File: src/rtl/car_park_pkg.sv
// rtl/car_park_pkg.sv - shared encodings and widths for the car-park lab stimulus path
package car_park_pkg;

    localparam int OCC_W  = 4;
    localparam int HOLD_W = 8;

    typedef enum logic [1:0] {
        CMD_ENTER = 2'b00,
        CMD_EXIT  = 2'b01,
        CMD_BALK  = 2'b10,
        CMD_GAP   = 2'b11
    } cmd_e;

    typedef enum logic [2:0] {
        ST_IDLE    = 3'd0,
        ST_PH1     = 3'd1,
        ST_PH2     = 3'd2,
        ST_PH3     = 3'd3,
        ST_RELEASE = 3'd4
    } state_e;

    // Returns {sensor_a, sensor_b} shown while in a given phase of a given command.
    function automatic logic [1:0] sensor_pattern(input state_e st, input cmd_e c);
        logic [1:0] p;
        p = 2'b00;
        case (st)
            ST_PH1: begin
                case (c)
                    CMD_ENTER, CMD_BALK: p = 2'b10;
                    CMD_EXIT:            p = 2'b01;
                    default:             p = 2'b00;
                endcase
            end
            ST_PH2: begin
                if (c != CMD_GAP) begin
                    p = 2'b11;
                end
            end
            ST_PH3: begin
                case (c)
                    CMD_ENTER:          p = 2'b01;
                    CMD_EXIT, CMD_BALK: p = 2'b10;
                    default:            p = 2'b00;
                endcase
            end
            default: p = 2'b00;
        endcase
        return p;
    endfunction

endpackage

File: src/rtl/phase_timer.sv
// rtl/phase_timer.sv - per-phase hold timer, flags the last cycle of a sensor phase
module phase_timer
    import car_park_pkg::*;
#(
    parameter int HOLD_CYCLES = 4
) (
    input  logic clk,
    input  logic reset,
    input  logic load,
    output logic expired
);

    logic [HOLD_W-1:0] r_count;

    always_ff @(posedge clk) begin
        if (reset) begin
            r_count <= '0;
        end else if (load) begin
            r_count <= HOLD_W'(HOLD_CYCLES - 1);
        end else if (r_count != '0) begin
            r_count <= r_count - HOLD_W'(1);
        end
    end

    assign expired = (r_count == '0);

endmodule

File: src/rtl/car_stimulus_gen.sv
// rtl/car_stimulus_gen.sv - replays two-beam car crossings and expected-count pulses
module car_stimulus_gen
    import car_park_pkg::*;
#(
    parameter int HOLD_CYCLES = 4,
    parameter int MAX_CARS    = 15
) (
    input  logic             clk,
    input  logic             reset,
    input  logic             cmd_valid,
    input  logic [1:0]       cmd,
    output logic             cmd_ready,
    output logic             sensor_a,
    output logic             sensor_b,
    output logic             inc_exp,
    output logic             dec_exp,
    output logic             cmd_rejected,
    output logic [OCC_W-1:0] occ_count
);

    state_e           r_state;
    cmd_e             r_cmd;
    logic             r_rejected;
    logic             r_cmd_ready;
    logic             r_sensor_a;
    logic             r_sensor_b;
    logic             r_inc;
    logic             r_dec;
    logic             r_rej_pulse;
    logic [OCC_W-1:0] r_occ;

    state_e           w_next_state;
    cmd_e             w_next_cmd;
    cmd_e             w_cmd_in;
    logic             w_next_rej;
    logic             w_load;
    logic             w_expired;
    logic             w_reject;
    logic             w_release;
    logic             w_inc;
    logic             w_dec;
    logic [1:0]       w_pattern;

    phase_timer #(
        .HOLD_CYCLES(HOLD_CYCLES)
    ) u_phase_timer (
        .clk    (clk),
        .reset  (reset),
        .load   (w_load),
        .expired(w_expired)
    );

    assign w_cmd_in = cmd_e'(cmd);
    assign w_reject = ((w_cmd_in == CMD_ENTER) && (r_occ == OCC_W'(MAX_CARS))) ||
                      ((w_cmd_in == CMD_EXIT)  && (r_occ == '0));

    always_comb begin
        w_next_state = r_state;
        w_next_cmd   = r_cmd;
        w_next_rej   = r_rejected;
        w_load       = 1'b0;
        case (r_state)
            ST_IDLE: begin
                if (cmd_valid) begin
                    w_next_cmd = w_cmd_in;
                    w_next_rej = w_reject;
                    if (w_reject) begin
                        w_next_state = ST_RELEASE;
                    end else begin
                        w_next_state = ST_PH1;
                        w_load       = 1'b1;
                    end
                end
            end
            ST_PH1: begin
                if (w_expired) begin
                    w_next_state = ST_PH2;
                    w_load       = 1'b1;
                end
            end
            ST_PH2: begin
                if (w_expired) begin
                    w_next_state = ST_PH3;
                    w_load       = 1'b1;
                end
            end
            ST_PH3: begin
                if (w_expired) begin
                    w_next_state = ST_RELEASE;
                end
            end
            ST_RELEASE: begin
                w_next_state = ST_IDLE;
                w_next_rej   = 1'b0;
            end
            default: begin
                w_next_state = ST_IDLE;
                w_next_rej   = 1'b0;
            end
        endcase
    end

    // Outputs are registered from the next state so they line up with the state they describe.
    assign w_release = (w_next_state == ST_RELEASE);
    assign w_inc     = w_release && !w_next_rej && (w_next_cmd == CMD_ENTER);
    assign w_dec     = w_release && !w_next_rej && (w_next_cmd == CMD_EXIT);
    assign w_pattern = sensor_pattern(w_next_state, w_next_cmd);

    always_ff @(posedge clk) begin
        if (reset) begin
            r_state     <= ST_IDLE;
            r_cmd       <= CMD_GAP;
            r_rejected  <= 1'b0;
            r_cmd_ready <= 1'b1;
            r_sensor_a  <= 1'b0;
            r_sensor_b  <= 1'b0;
            r_inc       <= 1'b0;
            r_dec       <= 1'b0;
            r_rej_pulse <= 1'b0;
            r_occ       <= '0;
        end else begin
            r_state     <= w_next_state;
            r_cmd       <= w_next_cmd;
            r_rejected  <= w_next_rej;
            r_cmd_ready <= (w_next_state == ST_IDLE);
            r_sensor_a  <= w_pattern[1];
            r_sensor_b  <= w_pattern[0];
            r_inc       <= w_inc;
            r_dec       <= w_dec;
            r_rej_pulse <= w_release && w_next_rej;
            if (w_inc) begin
                r_occ <= r_occ + OCC_W'(1);
            end else if (w_dec) begin
                r_occ <= r_occ - OCC_W'(1);
            end
        end
    end

    assign cmd_ready    = r_cmd_ready;
    assign sensor_a     = r_sensor_a;
    assign sensor_b     = r_sensor_b;
    assign inc_exp      = r_inc;
    assign dec_exp      = r_dec;
    assign cmd_rejected = r_rej_pulse;
    assign occ_count    = r_occ;

endmodule
File: config.mk
export PLATFORM = sky130hd
export DESIGN_NAME = car_stimulus_gen
export DESIGN_NICKNAME = d
export VERILOG_FILES = /design/src/rtl/car_park_pkg.sv /design/src/rtl/phase_timer.sv /design/src/rtl/car_stimulus_gen.sv
export SDC_FILE = /design/constraint.sdc
export NUM_CORES = 1
export LEC_CHECK = 0
export CAP_MARGIN = 10
export CORE_AREA = 2 2 52 54
export DETAILED_ROUTE_END_ITERATION = 6
export DIE_AREA = 0 0 54 56
export PLACE_DENSITY_LB_ADDON = 0.15
export SLEW_MARGIN = 20
export SYNTH_ARGS = -nofsm -noshare
export SYNTH_HDL_FRONTEND = slang
export SYNTH_HIERARCHICAL = 1
export SYNTH_SLANG_ARGS = --single-unit
File: constraint.sdc
create_clock -name clk -period 10.73 [get_ports clk]
set_input_delay 2.6825 -clock clk [delete_from_list [all_inputs] [get_ports clk]]
set_output_delay 2.6825 -clock clk [all_outputs]
set_load 0.01 [all_outputs]
# Word level (Yosys, flattened, before mapping)
# Cells that the tools add are included.
[word_totals]
elab_cells = 71
input_bits = 5
ff_bits = 24
output_inout_bits = 10
[op_classes]
n_addsub = 3
n_eq_ne = 12
n_mux = 22
reduce_logical = 22
[op_table]
columns = ["cell", "count"]
rows = [
  ["$mux 3", 5],
  ["$eq 3x2->1 const B", 4],
  ["$pmux 3 s4", 1],
  ["$mux 2", 5],
  ["$logic_not 8->1", 1],
  ["$mux 4", 2],
  ["$pmux 2 s2", 2],
  ["$reduce_bool 8->1", 1],
  ["$reduce_or 2->1", 4],
  ["$sub 8x1->8 const B", 1],
  ["$eq 3x1->1 const B", 2],
  ["$logic_and 1x1->1", 6],
  ["$logic_not 3->1", 2],
  ["$pmux 2 s3", 1],
  ["$add 4x1->4 const B", 1],
  ["$eq 2x1->1 const B", 2],
  ["$eq 4x4->1 const B", 1],
  ["$logic_not 2->1", 2],
  ["$logic_not 4->1", 1],
  ["$mux 1", 4],
  ["$pmux 1 s2", 2],
  ["$reduce_bool 2->1", 2],
  ["$sub 4x1->4 const B", 1],
  ["$eq 3x3->1 const B", 1],
  ["other kinds (5)", 5],
]

# Logic depth before layout (Yosys ltp)
[depth]
ltp_word = 11
ltp_mapped = 14
mapped_depth_nobuf = 12

# Cells and area by module
# Netlist, hierarchy kept.
[by_module_without_submodules]
columns = ["mod", "cells_each", "n_inst", "seq_area_each_um2", "area_each_um2"]
rows = [
  ["car_stimulus_gen", 95, 1, 320.3, 927.1],
  ["phase_timer", 42, 1, 160.2, 372.9],
]

# Worst setup path after synthesis
# OpenSTA, ideal clock, no wires.
[synth_timing]
kind = "in2reg"
start = "in cmd_valid"
end = "reg r_occ[3], in the netlist occ_count[3]"
t_arrival_ns = 5.428
required_ns = 10.609
n_path_buf = 1
setup_ns = 0.121
setup_slack_ns = 5.181
cell_stages = 10
cell_sequence = "or4b_1 > buf_2 > mux2i_1 > ha_1 > or3b_2 > ha_1 > a21o_1 > a21oi_1 > mux2i_1 > mux2_2"
[synth_via]
elab_chain_cells = 6
elab_cells_between_ends = 15
cone_classes = "2 x eq/ne; 7 x mux; 6 x reduce/logical"
[synth_lines]
columns = ["item", "line_no", "source"]
rows = [
  ["start, declared", "car_stimulus_gen.sv:10", "input logic cmd_valid,"],
  ["$mux 3 or $mux 1 (tied branches)", "car_stimulus_gen.sv:64", "if (cmd_valid) begin"],
  ["$pmux 3 s4 or $pmux 1 s2 (tied branches)", "car_stimulus_gen.sv:62", "case (r_state)"],
  ["$eq 3x3->1 or $logic_not 1->1 (tied branches)", "car_stimulus_gen.sv:104, car_stimulus_gen.sv:105, car_stimulus_gen.sv:106", ""],
  ["$logic_and 1x1->1", "car_stimulus_gen.sv:105, car_stimulus_gen.sv:106", ""],
  ["$logic_and 1x1->1, on equally long branches", "car_stimulus_gen.sv:105, car_stimulus_gen.sv:106", ""],
  ["$mux 4 or $reduce_bool 2->1 (tied branches)", "--", ""],
  ["end signal, assigned", "car_stimulus_gen.sv:132", "r_occ <= r_occ + OCC_W'(1);"],
  ["end signal, assigned", "car_stimulus_gen.sv:134", "r_occ <= r_occ - OCC_W'(1);"],
  ["end, declared", "car_stimulus_gen.sv:30", "logic [OCC_W-1:0] r_occ;"],
]
# Several ways; a longest one is shown, not always the timed one.
# A chain may end at the register's enable or synchronous reset.

# Worst setup path after layout
# Ends and elaborated chain as after synthesis.

==> out/metrics.csv <==
stage,metric,value,unit
outcome,status,finished clean,
global_routing,largest net degree at the start of global routing,16,
yosys,ranking of synthesized cells by area,"dfxtp_1, ha_1, mux2i_1, nor2_1, or4b_1",
pwr,Max VDD drop,0.153,mV
clock_network,CTS Hold Bufs,0,
yosys,Synth area leader,dfxtp_1,
drt,drt total wl,2.43,mm
clock_network,clock root buffer master,clkbuf_4,
cells_and_area,final core utilization,0.609,
yosys,"EDFF count, synth",0,
cells_and_area,Filler Cells Inserted,221,
global_routing,first-pass GRT wire length,3.91,mm
worst_setup_path,CP max-delay cell,or4b_1,
die,Placeable Area,2430,um^2
worst_setup_path,Worst setup SP type,input pin,
yosys,synthesized flop and latch total,24,
timing,fin crit period,5.91,ns
placement,placed insts,174,
clock_network,TritonCTS Buffers,3,
worst_setup_path,CP peak stage delay,0.59,ns
clock_network,clock buffer depth,2,
worst_setup_path,CP required,10.95,ns
global_routing,GRT Total Usage,0.171,
cells_and_area,Nets,162,
timing,worst slew pin tran,0.679,ns
cells_and_area,layout cells sized above 1,0.0878,
global_routing,total grt overflow,0,
die,Core Rows,18,
placement,GPL Wtd Cong,0.817,
timing,# setup viols final,0,
timing,"Hold Violations, Final",0,
yosys,Synth Net Count,150,
die,Die Wd,54,um
timing,setup TNS,0,ns
flow_run,Max-Cap Viols,0,
timing,"Slew Viols, Final",0,
worst_setup_path,critical setup path kind,in -> reg,
timing,setup ws final,4.82,ns
die,Ports,15,
placement,Post-DP HPWL,1.86,mm
global_routing,vias in the first global route,894,
worst_setup_path,Crit path buffers/inverters,1,
yosys,Syn Inst Count,137,
global_routing,initial antenna violation count,0,
drt,DRC,0,
worst_setup_path,CP top delay family,simple AND/OR/NAND/NOR gates,
cells_and_area,Antenna Cells,0,
clock_network,Worst-Skew Late Latency,0.31,ns
yosys,register area share after synthesis,0.370,
timing,RSZ-0062 raised after global routing,false,
yosys,"Top FF cell, synth",dfxtp_1,
die,Die Height,56,um
clock_network,TritonCTS clock tree,done,
cells_and_area,Layout Cells excl Fill,178,
placement,Setup WS pre-CTS,4.49,ns
yosys,Yosys warnings,6,
worst_setup_path,CP arrival,6.13,ns
drt,via count,1011,
yosys,Mapped Area,1300,um^2
drt,Post-DRT Antenna Nets,0,
clock_network,clk slew on worst S/H paths,0.13,ns
clock_network,CTS HTree Levels,1,
yosys,Syn Area/Cell,9.49,um^2
die,initial core utilization,0.534,
drt,WL/cell,13.6,um
cells_and_area,synth-to-layout area growth,13.9,%
worst_setup_path,"Max FO, Critical Path",5,
die,die footprint,3020,um^2
worst_hold_path,worst hold path type,reg -> reg,
clock_network,setup repair bufs after CTS,0,
drt,1st-iter DRT viols,16,
drt,routed vias/inst,5.68,
yosys,Netlist cell types,49,
timing,Final Cycle Share,0.551,
timing,Fmax achieved,169,MHz
worst_setup_path,FF-to-FF setup slack,6.88,ns
pwr,pwr/cell area,215,nW/um^2
pwr,LEAKAGE,0.582,nW
worst_setup_path,"critical path, cell by cell",clkdlybuf4s50_1 > or4b_1 > mux2i_1 > ha_1 > or3b_2 > ha_1 > a21o_1 > a21oi_1 > mux2i_1 > mux2_2,
clock_network,clk sinks,24,
clock_network,Post-CTS Resized,0,
yosys,post-synth top area share,0.370,
pwr,Power Total,318,uW
timing,Final Skew,0.00281,ns
drt,Pre-antenna DRT Iters,4,
yosys,"FFs w/ async S/R, synth",0,
worst_setup_path,Worst setup EP type,flip-flop,
timing,Max transition margin,0.543,
placement,I/O Buffers,14,
-- placed cells by master, fill, tap and decap left out, types with 2 or more instances in the layout --
cell type and n:
nor4_1 6, mux2_2 2, a31oi_1 2, or3_1 2, a21oi_1 6, nor3_1 3
nor2b_1 3, nor2_1 13, clkdlybuf4s50_1 14, xnor2_1 3, clkbuf_4 3, xor2_1 2
o31ai_1 2, mux2i_1 6, or4b_1 4, ha_1 7, o21ai_0 3, nand2_1 4
dfxtp_1 24, a211oi_1 2, o21a_1 2, or3b_2 2, inv_1 8
-- report_power, final --
group / internal, mW / switching (mW)
combinational: 0.0616 / 0.0773
clock: 0.0207 / 0.0267
sequential: 0.110 / 0.0214
total: 0.192 / 0.125
-- worst min-delay path, delay by kind of cell (launching register included) --
kind	cells	cell delay [ns]
multiplexers	1	0.05
flip-flops	1	0.34
AND/OR/NAND/NOR	1	0.06
-- flip-flops by register name, summed over array words and instances (netlist names), 2 cells and up --
| register | flops |
|---|---|
| u_phase_timer/r_count | 8 |
| occ_count | 4 |
| r_state | 3 |
| r_cmd | 2 |
-- per-stage QoR --
step	instance area, um^2	hold slack (ns)
final	1480	0.486
after global routing	1480	0.522
after CTS	1480	0.493
after detailed placement	1440	0.468
after global placement	1440	0.460
after floorplan	1300	0.446
-- metal layers --
| layer | global-route usage | up-vias | share of wire |
|---|---|---|---|
| met5 | 0 | - | 0 |
| met2 | 0.275 | 16 | 0.47 |
| met3 | 0.0242 | 6 | 0.021 |
| met1 | 0.223 | 465 | 0.49 |
| li1 | - | 524 | - |
| met4 | 0.0750 | 0 | 0.019 |
-- kinds of logic after synthesis --
family	synth area share
and+or+nand+nor	0.220
AOI/OAI and AO/OA	0.181
DFF	0.370
buffers and inverters	0.0491
muxes	0.0635
adders and majority gates	0.0828
xor gates and xnor gates	0.0337
-- synth_stat cells (3+ instances only) --
cell type / number
dfxtp_1: 24
nor2_1: 13
inv_1: 8
ha_1: 7
a21oi_1: 6
mux2i_1: 6
nor4_1: 6
nand2_1: 4
or4b_1: 4
clkbuf_1: 3
nor2b_1: 3
nor3_1: 3
o21ai_0: 3
xnor2_1: 3
-- worst paths after layout --
path,start,to,cells past startpoint
max,cmd_valid,occ_count[3],10
max reg2reg,u_phase_timer/r_count[0],occ_count[3],12
min,u_phase_timer/r_count[7],u_phase_timer/r_count[7],2
min reg2reg,u_phase_timer/r_count[7],u_phase_timer/r_count[7],2
-- area by class of cell --
class	count	area, um^2	area share
well taps	30	37.5	0.0254
multi-input cells	98	756	0.511
repair buffers	14	140	0.0947
inverters	8	30.0	0.0203
clock buffers	4	36.3	0.0245
flip-flops and latches	24	480	0.325
Note: power is estimated with default switching activity, not from simulation.
